### src/rtl/inst_package.sv
// Shared types and constants for the subcore data-memory path.
// Request channels, tag-pipeline entries and memory sizing used by the arbiter.
package inst_package;

    localparam int SUBCORE_NUM    = 4;
    localparam int DATA_MEM_DEPTH = 131072;
    localparam int MEM_RD_LAT     = 2;

    typedef struct packed {
        logic [31:0] addr;
        logic [31:0] din;
        logic        we;
    } data_in;

    typedef struct packed {
        logic       valid;
        logic [2:0] port;
        logic       err;
    } mem_tag_t;

endpackage

### src/rtl/rr_arbiter.sv
// Combinational round-robin pick: first asserted request at or above ptr, wrapping.
// The pointer register lives in the parent so this stays purely combinational.
module rr_arbiter #(
    parameter int NUM_PORTS = 4,
    parameter int IDX_W     = (NUM_PORTS > 1) ? $clog2(NUM_PORTS) : 1
) (
    input  logic [NUM_PORTS-1:0] req,
    input  logic [IDX_W-1:0]     ptr,
    output logic [NUM_PORTS-1:0] grant,
    output logic [IDX_W-1:0]     idx
);

    logic found;

    // NOTE: every output of an always_comb gets a default first, otherwise a latch is inferred.
    always_comb begin
        grant = '0;
        idx   = '0;
        found = 1'b0;
        // Scan by rotational distance from ptr; the first hit is the winner.
        for (int i = 0; i < NUM_PORTS; i++) begin
            for (int j = 0; j < NUM_PORTS; j++) begin
                if (!found && req[j] &&
                    ((j >= int'(ptr)) ? (j - int'(ptr)) : (j + NUM_PORTS - int'(ptr))) == i) begin
                    found    = 1'b1;
                    grant[j] = 1'b1;
                    idx      = IDX_W'(j);
                end
            end
        end
    end

endmodule

### src/rtl/data_mem_arbiter.sv
// Round-robin arbiter from NUM_PORTS subcore load/store channels onto one shared
// single-port data memory; read data is routed back through a tagged pipeline.
module data_mem_arbiter
    import inst_package::*;
#(
    parameter int NUM_PORTS = SUBCORE_NUM,
    parameter int DEPTH     = DATA_MEM_DEPTH,
    parameter int ADDR_W    = $clog2(DEPTH),
    parameter int RD_LAT    = MEM_RD_LAT
) (
    input  logic                 clk,
    input  logic                 rstn,
    input  logic [NUM_PORTS-1:0] req_valid,
    output logic [NUM_PORTS-1:0] req_ready,
    input  data_in               req [NUM_PORTS],
    output logic [NUM_PORTS-1:0] rsp_valid,
    output logic [NUM_PORTS-1:0] rsp_err,
    output logic [31:0]          rsp_data,
    output logic                 mem_en,
    output logic                 mem_we,
    output logic [ADDR_W-1:0]    mem_addr,
    output logic [31:0]          mem_din,
    input  logic [31:0]          mem_dout
);

    localparam int IDX_W = (NUM_PORTS > 1) ? $clog2(NUM_PORTS) : 1;

    logic [IDX_W-1:0]     rr_ptr;
    logic [IDX_W-1:0]     gnt_idx;
    logic [NUM_PORTS-1:0] gnt;
    data_in               sel;
    logic                 accept;
    logic                 in_range;
    mem_tag_t             tag_q [RD_LAT+1];
    mem_tag_t             rsp_tag;

    rr_arbiter #(
        .NUM_PORTS(NUM_PORTS),
        .IDX_W    (IDX_W)
    ) u_rr_arbiter (
        .req  (req_valid),
        .ptr  (rr_ptr),
        .grant(gnt),
        .idx  (gnt_idx)
    );

    assign req_ready = rstn ? gnt : '0;
    assign accept    = |req_ready;
    assign sel       = req[gnt_idx];
    assign in_range  = sel.addr < 32'(DEPTH);
    assign rsp_tag   = tag_q[RD_LAT];

    // NOTE: sequential state uses non-blocking assignments so every register samples pre-edge values.
    always_ff @(posedge clk) begin
        if (!rstn) begin
            rr_ptr    <= '0;
            mem_en    <= 1'b0;
            mem_we    <= 1'b0;
            mem_addr  <= '0;
            mem_din   <= '0;
            rsp_valid <= '0;
            rsp_err   <= '0;
            rsp_data  <= '0;
            // NOTE: the tag stages are flops, not RAM, so clearing them drops in-flight reads.
            for (int s = 0; s <= RD_LAT; s++) tag_q[s] <= '0;
        end else begin
            mem_en <= accept & in_range;
            mem_we <= accept & in_range & sel.we;
            if (accept) begin
                rr_ptr   <= (gnt_idx == IDX_W'(NUM_PORTS - 1)) ? '0 : gnt_idx + 1'b1;
                mem_addr <= sel.addr[ADDR_W-1:0];
                mem_din  <= sel.din;
            end

            // Out-of-range reads still ride the pipeline so the error lands with read timing.
            tag_q[0] <= '{valid: accept & ~sel.we, port: 3'(gnt_idx), err: ~in_range};
            for (int s = 1; s <= RD_LAT; s++) tag_q[s] <= tag_q[s-1];

            rsp_valid <= '0;
            rsp_err   <= '0;
            if (rsp_tag.valid) begin
                rsp_data <= rsp_tag.err ? '0 : mem_dout;
                for (int p = 0; p < NUM_PORTS; p++) begin
                    if (rsp_tag.port == 3'(p)) begin
                        rsp_valid[p] <= 1'b1;
                        rsp_err[p]   <= rsp_tag.err;
                    end
                end
            end
        end
    end

endmodule

### config.mk
export PLATFORM = sky130hd
export DESIGN_NAME = data_mem_arbiter
export DESIGN_NICKNAME = d
export VERILOG_FILES = /design/src/rtl/inst_package.sv /design/src/rtl/rr_arbiter.sv /design/src/rtl/data_mem_arbiter.sv
export SDC_FILE = /design/constraint.sdc
export NUM_CORES = 1
export LEC_CHECK = 0
export ABC_AREA = 1
export CAP_MARGIN = 25
export CORE_AREA = 4 4 150 152
export CTS_CLUSTER_SIZE = 10
export DETAILED_ROUTE_END_ITERATION = 8
export DIE_AREA = 0 0 154 156
export GPL_TIMING_DRIVEN = 1
export PLACE_DENSITY = 0.65
export SLEW_MARGIN = 25
export SYNTH_ARGS = -nofsm -noshare
export SYNTH_HDL_FRONTEND = slang
export SYNTH_SLANG_ARGS = --single-unit
### constraint.sdc
create_clock -name clk -period 4.1 [get_ports clk]
set_input_delay 0.82 -clock clk [delete_from_list [all_inputs] [get_ports clk]]
set_output_delay 0.82 -clock clk [all_outputs]
set_load 0.005 [all_outputs]
==> metrics.md, run 1 <==
| Metric | Value |
|---|---|
| Outcome | `finished, final reports clean` |
| DRT antenna net count | `0` |
| Final Setup Violations | `0` |
| Die H | `~160 um` |
| Relative slew slack | `around 44%` |
| Mapped Nets | `1284` |
| Final hold vios | `0` |
| DRC errors left | `0` |
| Yosys warns | `0` |
| Post-synth cell types | `26` |
| RR Startpoint | `rr_ptr[0]` |
| Hpwl dp | `between 20000 and 25000 um` |
| Leakage | `approximately 4.5 nW` |
| Hold depth | `2` |
| Htree depth | `3` |
| Final Non-Filler Cells | `around 1.6k` |
| Area delta synth->final | `72.10%` |
| Clk pin slew, worst setup/hold paths | `about 0.07 ns` |
| Syn Area/Cell | `roughly 6.3 sq um` |
| Largest net degree at the start of global routing | `101` |
| Root Buffer | `clkbuf_16` |
| Clock sinks | `between 100 and 150` |
| CP Launch Type | `primary input` |
| First-pass GRT wire length | `roughly 43000 um` |
| Max cap viols | `0` |
| Gpl congestion | `0.8849` |
| 1st-iter DRT viols | `just under 400` |
| Via density per instance | `roughly 5.1` |
| Fmax | `0.2550 GHz` |
| Aggregate global-route resource usage | `~22%` |
| Drt total wl | `28600 um` |
| Die Area | `~24000 sq um` |
| Worst-Margin Slew | `0.8373 ns` |
| PortBufs | `a little under 400` |
| CTS max path bufs | `2` |
| Antenna violations before repair | `6` |
| DIE WIDTH | `roughly 150 um` |
| Rows | `53` |
| Arrival time worst endpoint | `3.10 ns` |
| Worst skew pair latency | `between 0.3 and 0.4 ns` |
| CTS buffer count | `9` |
| CP required | `3.28 ns` |
| Hold wc startpoint | `tag_q[0][5]` |
| Mapped Area | `roughly 6200 sq um` |
| Sequential share of the synthesized area | `around 34%` |
| Crit Path Max Fanout | `4` |
| Critical path capture point type | `primary output` |
| Yosys reg bits | `about 110` |
| Initial Util | `approximately 30%` |
| CTS tree | `yes` |
| Layout Nets | `about 1.6k` |
| Hold endpoint | `tag_q[0][10]` |
| Worst R2R End | `mem_addr[6]` |
| Overall Power | `between 7 and 8 mW` |
| Inst Count DP | `between 1.5k and 2k` |
| Fin. max-slew vios | `0` |
| Number of global-route vias before repair | `about 7.5k` |
| DR WL/cell | `~18 um` |
| Peak supply drop | `about 500 uV` |
| Final-layout fill cell count | `2111` |
| Grt ovf | `0` |
| Share of cells above drive strength 1 | `under 10%` |
| Hold crit path type | `reg -> reg` |
| Setup Crit Path Kind | `in -> out` |
| Clock Skew | `roughly 0.0078 ns` |
| PwrDens | `685.3 nW/um^2` |
| Setup_tns | `0 ns` |
| TritonRoute pass-1 iters | `5` |
| Post-Synthesis Cells | `roughly 1000` |
| Total number of vias | `slightly above 8k` |
| Floorplan Core Area | `between 20000 and 25000 sq um` |
| Setup slack, reg-to-reg | `0.75 ns` |
| Reg2Reg Depth | `16` |
| Fin crit period | `around 3.9 ns` |
| Ports | `393` |
| RSZ-0062 raised after global routing | `false` |
| Final worst-path cycle share | `95.65%` |
[metrics by stage]
stage          setup WS, ns  instance area, sq um  utilization, %  hold slack [ns]
2_1_floorplan        0.9953                  6228               -           0.3905
5_1_grt             0.03371                 10720           50.99           0.4305
3_3_place_gp         0.1042                 10300           49.01           0.3923
3_5_place_dp        0.05567                 10300           49.01           0.3965
4_1_cts             0.05586                 10600           50.43           0.4143
6_report             0.1783                 10720           50.99           0.4132
[critical path, stage by stage]
cell and delay, ns:
clkdlybuf4s50_1 0.44, nand3_2 0.11, nand2_1 0.09, nor2_4 0.16, nand4_4 0.11, nor2_4 0.17, nand4_4 0.10, nor2_4 0.20
nand3_4 0.12, a21oi_2 0.21, clkdlybuf4s50_1 0.56
[cell usage after synthesis, drive strengths merged]
master | n | area share [%]
nand3 | 195 | 16
nor4 | 16 | 1.6
clkinv | 1 | 0.060
nor2 | 22 | 1.7
nor3 | 11 | 0.88
nand2 | 274 | 17
a31oi | 1 | 0.10
o21ai | 2 | 0.16
buf | 50 | 4.2
nand4 | 107 | 11
dfxtp | 105 | 34
inv | 79 | 4.8
clkbuf | 39 | 2.4
a21oi | 83 | 6.7
a21boi | 1 | 0.12
[power by group]
part           leakage [nW]  switching, mW  internal, mW  total [mW]
registers             0.861          0.129          1.28        1.41
logic                  3.46           3.09          1.98        5.07
clock network         0.146          0.435         0.430       0.865
total                  4.47           3.65          3.69        7.35
[worst max-delay path by stage]
stage / start / endpoint / cells after the start
2_1_floorplan: req_valid[3] / req_ready[3] / 12
3_3_place_gp: req_valid[3] / req_ready[2] / 13
3_5_place_dp: req_valid[1] / req_ready[2] / 13
4_1_cts: req_valid[1] / req_ready[2] / 13
5_1_grt: req_valid[1] / req_ready[0] / 13
6_report: req_valid[1] / req_ready[1] / 11
[what timing repair did]
action | in CTS | in global routing
setup endpoints to repair | 0 | 3
hold buffers | 0 | 0
setup buffers | 0 | 4
resized for setup | 0 | 5
[cell families after synthesis]
group | Yosys count | synth area share, %
compound gates | 87 | 7.111
flops | 105 | 33.75
simple gates | 625 | 47.77
buf+inv | 169 | 11.37
[cell usage in the layout, fill, tap and decap left out, types with 6 or more instances in the layout]
| cell | n |
|---|---|
| clkdlybuf4s50_1 | 389 |
| nand2_1 | 272 |
| nand3_1 | 191 |
| dfxtp_1 | 105 |
| nand4_1 | 104 |
| a21oi_1 | 82 |
| inv_1 | 77 |
| buf_4 | 19 |
| nor2_1 | 16 |
| nor4_1 | 16 |
| nor3_1 | 11 |
| clkbuf_16 | 9 |
| nor2_4 | 6 |
[layer usage]
layer  up-vias  global-route usage (%)  routed length, um
met5         -                       0                 42
met4         6                   5.257                452
met3        33                   8.294               2854
li1       4040                       -                  -
met1      3725                   27.40              11430
met2       350                   37.71              13810
[state kept, by name (all words and copies together) (netlist names)]
| name | cells |
|---|---|
| rsp_data | 32 |
| tag_q | 12 |
| mem_addr | 17 |
| rsp_err | 4 |
| mem_din | 32 |
| rr_ptr | 2 |
| mem_en | 1 |
| rsp_valid | 4 |
| mem_we | 1 |
[cell type report]
type	count	area [sq um]	area share (%)
Timing Repair Buffer	418	4183	39.02
Multi-Input combinational cell	712	3485	32.51
Clock buffer	9	225.2	2.101
Sequential cell	105	2102	19.61
Inverter	80	300.3	2.801
Clock inverter	7	72.57	0.6770
Antenna cell	3	7.507	0.07004
Tap cell	275	344.1	3.210
No activity file was read; power rests on OpenSTA's default activity.
==> inputs of run 2 (changes only) <==
==> constraint.sdc (replaced) <==
create_clock -name clk -period 4.8 [get_ports clk]
set_input_delay 0.48 -clock clk [delete_from_list [all_inputs] [get_ports clk]]
set_output_delay 0.48 -clock clk [all_outputs]
set_load 0.005 [all_outputs]
==> metrics.md, run 2 (synthesized netlist as in run 1, its figures left out) <==
| Metric | Value |
|---|---|
| Outcome | `finished, final reports clean (unchanged)` |
| Floorplan Core Area | `21020 sq um (unchanged)` |
| Net Switching | `3.079 mW (was 3.655 mW)` |
| Gpl congestion | `0.8846 (was 0.8849)` |
| Ports | `393 (unchanged)` |
| Number of global-route vias before repair | `7656 (was 7538)` |
| Clock Skew | `0.007645 ns (was 0.007818 ns)` |
| Antenna violations before repair | `6 (unchanged)` |
| CP Launch Type | `primary input (unchanged)` |
| Rows | `53 (unchanged)` |
| Critical-path cell list | `clkdlybuf4s50_1 -> nand3_1 -> nand2_1 -> nor2_4 -> nand4_2 -> nor2_4 -> nand4_2 -> nor2_4 -> nand4_4 -> nand3_2 -> nand3_1 -> inv_1 -> clkdlybuf4s50_1 (was clkdlybuf4s50_1 -> nand3_2 -> nand2_1 -> nor2_4 -> nand4_4 -> nor2_4 -> nand4_4 -> nor2_4 -> nand3_4 -> a21oi_2 -> clkdlybuf4s50_1)` |
| PwrDens | `594.6 nW/um^2 (was 685.3 nW/um^2)` |
| Max cap viols | `0 (unchanged)` |
| DRC errors left | `0 (unchanged)` |
| Fin. max-slew vios | `0 (unchanged)` |
| Internal power | `3.223 mW (was 3.691 mW)` |
| Sw Share | `48.86% (was 49.76%)` |
| CP required | `4.32 ns (was 3.28 ns)` |
| Setup Crit Path Kind | `in -> out (unchanged)` |
| Setup bufs post-CTS | `0 (unchanged)` |
| Crit Path Max Fanout | `23 (was 4)` |
| Reg power frac | `19.1% (was 19.2%)` |
| Aggregate global-route resource usage | `22.29% (was 22.42%)` |
| Peak supply drop | `509.3 uV (was 501.7 uV)` |
| Worst stage delay on the critical path | `0.56 ns (about the same)` |
| DR WL/cell | `17.99 um (was 17.77 um)` |
| Top Registers | `mem_din: 32 flops, rsp_data: 32 flops, mem_addr: 17 flops (unchanged)` |
| Initial Util | `29.63% (unchanged)` |
| 1st-iter DRT viols | `524 (was 389)` |
| RSZ-0062 raised after global routing | `false (unchanged)` |
| Hpwl dp | `20330 um (was 20340 um)` |
| Final hold slack | `0.4118 ns (was 0.4132 ns)` |
| Setup WS pre-CTS | `0.7288 ns (was 0.05567 ns)` |
| Die H | `156 um (unchanged)` |
| Number of hold buffers added after cts | `0 (unchanged)` |
| Critical path capture point type | `primary output (unchanged)` |
| Most common cell after layout, fill and taps aside | `clkdlybuf4s50_1 (unchanged)` |
| Clk pwr share | `13.7% (was 11.8%)` |
| CTS tree | `yes (unchanged)` |
| Fin crit period | `4.049 ns` |
| DIE WIDTH | `154 um (unchanged)` |
| Via density per instance | `5.099 (was 5.068)` |
| Total number of vias | `8138 (was 8154)` |
| PortBufs | `392 (unchanged)` |
| Final worst-path cycle share | `about 84%` |
| Grt ovf | `0 (unchanged)` |
| Largest net degree at the start of global routing | `101 (unchanged)` |
| Clock sinks | `105 (unchanged)` |
| Htree depth | `3 (unchanged)` |
| Combinational fraction of design power | `67.2% (was 69.0%)` |
| Arrival time worst endpoint | `3.57 ns (was 3.10 ns)` |
| Area delta synth->final | `70.17% (was 72.10%)` |
| Worst-Margin Slew | `1.074 ns (was 0.8373 ns)` |
| Clk pin slew, worst setup/hold paths | `0.07 ns (about the same)` |
| Root Buffer | `clkbuf_16 (unchanged)` |
| Layout Nets | `1611 (was 1624)` |
| Hold crit path type | `reg -> reg (unchanged)` |
| Inst Count DP | `1576 (was 1584)` |
| First-pass GRT wire length | `42740 um (was 42940 um)` |
| Relative slew slack | `28.40% (was 44.18%)` |
| Most used cell, CP | `nor2_4 (unchanged)` |
| CP max stage cell | `clkdlybuf4s50_1 (unchanged)` |
| Share of cells above drive strength 1 | `3.569% (was 4.583%)` |
| Leakage | `4.380 nW (was 4.468 nW)` |
| Final-layout fill cell count | `2130 (was 2111)` |
| CTS resizes | `0 (unchanged)` |
| Final Non-Filler Cells | `1596 (was 1609)` |
| CTS max path bufs | `2 (unchanged)` |
| DRT antenna net count | `0 (unchanged)` |
| Final hold vios | `0 (unchanged)` |
| Commonest cells after routing, fill and taps aside | `clkdlybuf4s50_1 (391), nand2_1 (272), nand3_1 (192), dfxtp_1 (105), nand4_1 (104) (was clkdlybuf4s50_1 (389), nand2_1 (272), nand3_1 (191), dfxtp_1 (105), nand4_1 (104))` |
| Setup_tns | `0 ns (unchanged)` |
| Drt total wl | `28710 um (was 28600 um)` |
| Fmax | `0.2470 GHz` |
| TritonRoute pass-1 iters | `5 (unchanged)` |
| Die Area | `24020 sq um (unchanged)` |
| CTS buffer count | `9 (unchanged)` |
| Worst skew pair latency | `0.35 ns (about the same)` |
| Setup ws final | `0.7511 ns (was 0.1783 ns)` |
| Final Setup Violations | `0 (unchanged)` |
## run 2: cell count changes in the layout (fill, tap and decap cells not counted), moves of 2 or more
cell	change
buf_6	-2
clkdlybuf4s50_1	+2
inv_6	-2
nand4_2	+2
dlymetal6s2s_1	-2
clkinv_8	-2
bufinv_16	+3
buf_12	-2
nand4_4	-2
buf_4	-8
## run 2: through the flow
step	area, sq um	power, mW	utilization, %
6_report	10600	6.302	50.42
5_1_grt	10600	6.895	50.41
4_1_cts	10560	6.370	50.22
3_5_place_dp	10220	5.475	48.60
3_3_place_gp	10220	5.433	48.60
2_1_floorplan	6228	4.057	-
## run 2: final timing paths
check                                  start           end  slack, ns  cells after the start
worst max-delay path            req_valid[1]  req_ready[3]       0.75                     13
worst min-delay path             tag_q[0][9]  tag_q[0][14]       0.41                      2
worst max register to register     rr_ptr[0]    mem_din[5]       1.44                     14
worst min register to register   tag_q[0][9]  tag_q[0][14]       0.41                      2
## run 2: cell type report
| class | instances | area [sq um] | share of cell area (%) |
|---|---|---|---|
| tap | 275 | 344.1 | 3.246 |
| antenna | 4 | 10.01 | 0.09444 |
| clock buffer | 9 | 225.2 | 2.125 |
| inverter | 80 | 300.3 | 2.833 |
| clock inverter | 6 | 115.1 | 1.086 |
| timing repair buffer | 405 | 4040 | 38.12 |
| multi-input combinational | 712 | 3462 | 32.66 |
| sequential | 105 | 2102 | 19.83 |
## run 2: power groups by stage
stage          clock network (mW)  registers [mW]  logic [mW]
2_1_floorplan                   0            1.23        2.83
3_3_place_gp                    0            1.22        4.22
3_5_place_dp                    0            1.22        4.26
4_1_cts                     0.888            1.20        4.28
5_1_grt                     0.922            1.23        4.75
6_report                    0.863            1.20        4.24
## run 2: per-layer routing
metal  vias to the layer above  wire length (um)  global-route usage, %
li1                       4012                 -                      -
met1                      3718             11100                  26.37
met2                       372             13980                  38.08
met3                        30              3237                  8.599
met4                         6               353                  5.719
met5                         -                38                      0
## run 2: critical path: cells and delay by family
family | cells | cell delay [ns]
buffers and inverters | 3 | 1.17
AND/OR/NAND/NOR | 10 | 1.89
==> inputs of run 3 (changes only) <==
--- a/config.mk
+++ b/config.mk
@@ -7,12 +7,12 @@
 export LEC_CHECK = 0
 export ABC_AREA = 1
 export CAP_MARGIN = 25
-export CORE_AREA = 4 4 150 152
+export CORE_AREA = 4 4 149 151
 export CTS_CLUSTER_SIZE = 10
 export DETAILED_ROUTE_END_ITERATION = 8
-export DIE_AREA = 0 0 154 156
+export DIE_AREA = 0 0 153 155
 export GPL_TIMING_DRIVEN = 1
-export PLACE_DENSITY = 0.65
+export PLACE_DENSITY = 0.68
 export SLEW_MARGIN = 25
 export SYNTH_ARGS = -nofsm -noshare
 export SYNTH_HDL_FRONTEND = slang
==> constraint.sdc (replaced) <==
create_clock -name clk -period 3.42 [get_ports clk]
set_input_delay 0.342 -clock clk [delete_from_list [all_inputs] [get_ports clk]]
set_output_delay 0.342 -clock clk [all_outputs]
set_load 0.005 [all_outputs]
==> metrics.md, run 3 (synthesized netlist as in run 1, its figures left out) <==
| Metric | Value |
|---|---|
| Total number of vias | `8066 (was 8138)` |
| CP required | `3.08 ns (was 4.32 ns)` |
| Antenna violations before repair | `4 (was 6)` |
| Fin. max-slew vios | `0 (unchanged)` |
| Sw Share | `49.13% (was 48.86%)` |
| 1st-iter DRT viols | `478 (was 524)` |
| Final worst-path cycle share | `between 90% and 100%` |
| Worst stage delay on the critical path | `0.58 ns (was 0.56 ns)` |
| CP Launch Type | `primary input (unchanged)` |
| Most used cell, CP | `nor2_4 (unchanged)` |
| Grt ovf | `0 (unchanged)` |
| Critical-path cell list | `clkdlybuf4s50_1 -> nand3_1 -> nand2_1 -> nor2_4 -> nand4_2 -> nor2_4 -> nand4_2 -> nor2_4 -> nand4_4 -> nand2_1 -> nor2_4 -> nor3_1 -> clkdlybuf4s50_1 (was clkdlybuf4s50_1 -> nand3_1 -> nand2_1 -> nor2_4 -> nand4_2 -> nor2_4 -> nand4_2 -> nor2_4 -> nand4_4 -> nand3_2 -> nand3_1 -> inv_1 -> clkdlybuf4s50_1)` |
| Reg2Reg Depth | `17 (was 14)` |
| DR WL/cell | `17.51 um (was 17.99 um)` |
| Clock Skew | `0.01455 ns (was 0.007645 ns)` |
| Htree depth | `3 (unchanged)` |
| Most common cell after layout, fill and taps aside | `clkdlybuf4s50_1 (unchanged)` |
| Setup ws final | `0.1994 ns (was 0.7511 ns)` |
| Share of cells above drive strength 1 | `4.226% (was 3.569%)` |
| Floorplan Core Area | `20820 sq um (was 21020 sq um)` |
| Number of hold buffers added after cts | `0 (unchanged)` |
| Family with the most delay on the worst path | `simple AND/OR/NAND/NOR gates (unchanged)` |
| Root Buffer | `clkbuf_16 (unchanged)` |
| Leakage | `4.398 nW (was 4.380 nW)` |
| Outcome | `finished, final reports clean (unchanged)` |
| Top Registers | `mem_din: 32 flops, rsp_data: 32 flops, mem_addr: 17 flops (unchanged)` |
| Die Area | `23720 sq um (was 24020 sq um)` |
| Die H | `155 um (was 156 um)` |
| Drt total wl | `28030 um (was 28710 um)` |
| Aggregate global-route resource usage | `22.11% (was 22.29%)` |
| Final Setup Violations | `0 (unchanged)` |
| Worst Path Buf+Inv | `2 (was 3)` |
| Rows | `53 (unchanged)` |
| Setup Crit Path Kind | `in -> out (unchanged)` |
| Worst-Margin Slew | `0.9657 ns (was 1.074 ns)` |
| Hpwl dp | `20980 um (was 20330 um)` |
| Internal power | `4.484 mW (was 3.223 mW)` |
| TritonRoute pass-1 iters | `5 (unchanged)` |
| DRC errors left | `0 (unchanged)` |
| DRT antenna net count | `0 (unchanged)` |
| Critical path capture point type | `primary output (unchanged)` |
| CP max stage cell | `clkdlybuf4s50_1 (unchanged)` |
| Number of global-route vias before repair | `7617 (was 7656)` |
| PortBufs | `392 (unchanged)` |
| RSZ-0062 raised after global routing | `false (unchanged)` |
| Fin crit period | `roughly 3.2 ns` |
| Clk pwr share | `12.5% (was 13.7%)` |
| Worst skew pair latency | `0.35 ns (about the same)` |
| Clk pin slew, worst setup/hold paths | `0.07 ns (about the same)` |
| Max cap viols | `0 (unchanged)` |
| Ports | `393 (unchanged)` |
| DIE WIDTH | `153 um (was 154 um)` |
| Arrival time worst endpoint | `2.88 ns (was 3.57 ns)` |
| Reg power frac | `19.4% (was 19.1%)` |
| CTS tree | `yes (unchanged)` |
| Area delta synth->final | `70.79% (was 70.17%)` |
| Fmax | `roughly 0.31 GHz` |
| Clock sinks | `105 (unchanged)` |
| PwrDens | `828.6 nW/um^2 (was 594.6 nW/um^2)` |
| Peak supply drop | `703.7 uV (was 509.3 uV)` |
| CTS max path bufs | `2 (unchanged)` |
| Via density per instance | `5.038 (was 5.099)` |
| CTS buffer count | `9 (unchanged)` |
| Commonest cells after routing, fill and taps aside | `clkdlybuf4s50_1 (391), nand2_1 (272), nand3_1 (192), nand4_1 (104), dfxtp_1 (103) (was clkdlybuf4s50_1 (391), nand2_1 (272), nand3_1 (192), dfxtp_1 (105), nand4_1 (104))` |
| Relative slew slack | `35.55% (was 28.40%)` |
| Gpl congestion | `0.9029 (was 0.8846)` |
| Largest net degree at the start of global routing | `101 (unchanged)` |
| First-pass GRT wire length | `42230 um (was 42740 um)` |
| Hold crit path type | `in -> reg (was reg -> reg)` |
| Layout Nets | `1618 (was 1611)` |
| Setup_tns | `0 ns (unchanged)` |
| Final hold vios | `0 (unchanged)` |
| Net Switching | `4.331 mW (was 3.079 mW)` |
| Initial Util | `29.91% (was 29.63%)` |
| Setup WS pre-CTS | `0.2311 ns (was 0.7288 ns)` |
| Worst path depth | `13 (unchanged)` |
| Hold depth | `4 (was 2)` |
| Crit Path Max Fanout | `6 (was 23)` |
| Final-layout fill cell count | `2088 (was 2130)` |
| Combinational fraction of design power | `68.2% (was 67.2%)` |
==> run 3: power by group through the flow <==
| stage | sequential (mW) | combinational (mW) | clock (mW) |
|---|---|---|---|
| finish | 1.71 | 6.01 | 1.10 |
| global route | 1.74 | 6.72 | 1.18 |
| CTS | 1.70 | 6.07 | 1.12 |
| detailed placement | 1.73 | 6.05 | 0 |
| global placement | 1.72 | 6.00 | 0 |
| floorplan | 1.72 | 3.97 | 0 |
==> run 3: layout make-up <==
type	instances	area, sq um	share of cell area [%]
diodes	1	2.502	0.02352
flip-flops and latches	105	2105	19.78
inverters	80	300.3	2.823
repair buffers	412	4114	38.67
clock buffers	10	239.0	2.247
well taps	275	344.1	3.235
clock inverters	6	71.32	0.6704
multi-input cells	712	3462	32.55
==> run 3: metal layers <==
layer / GRT usage (%) / share of wire [%] / vias up
met1: 26.96 / 41 / 3705
met4: 5.558 / 1.6 / 4
met3: 7.622 / 8.8 / 30
met5: 0 / 0.12 / -
li1: - / - / 4024
met2: 37.60 / 48 / 303
==> run 3: worst paths after layout <==
check / start / end / slack (ns)
setup / recovery: req_valid[3] / req_ready[2] / 0.20
hold / removal: rstn / rr_ptr[1] / 0.35
setup reg to reg: rr_ptr[1] / mem_din[0] / 0.54
hold reg to reg: tag_q[0][6] / tag_q[0][11] / 0.42
==> run 3: repair_timing <==
| item | in CTS | in global routing |
|---|---|---|
| setup endpoints to repair | 0 | 2 |
| gates resized for setup | 0 | 2 |
| setup buffers | 0 | 0 |
| endpoints found under the hold margin | 0 | 0 |
==> run 3: stage by stage <==
stage	hold slack, ns	area [sq um]	power (mW)	instances	util, %
floorplan	0.3905	6228	5.694	986	-
global placement	0.3948	10290	7.721	1583	49.44
detailed placement	0.4000	10320	7.776	1584	49.57
CTS	0.3557	10630	8.903	1600	51.06
global route	0.4183	10640	9.637	1601	51.09
finish	0.3498	10640	8.815	1601	51.09
==> run 3: worst register-to-register path: cells and delay by family (launching register included) <==
family	cells	cell delay, ns
simple gates	14	1.79
compound gates	1	0.06
buf+inv	2	0.53
flops	1	0.37
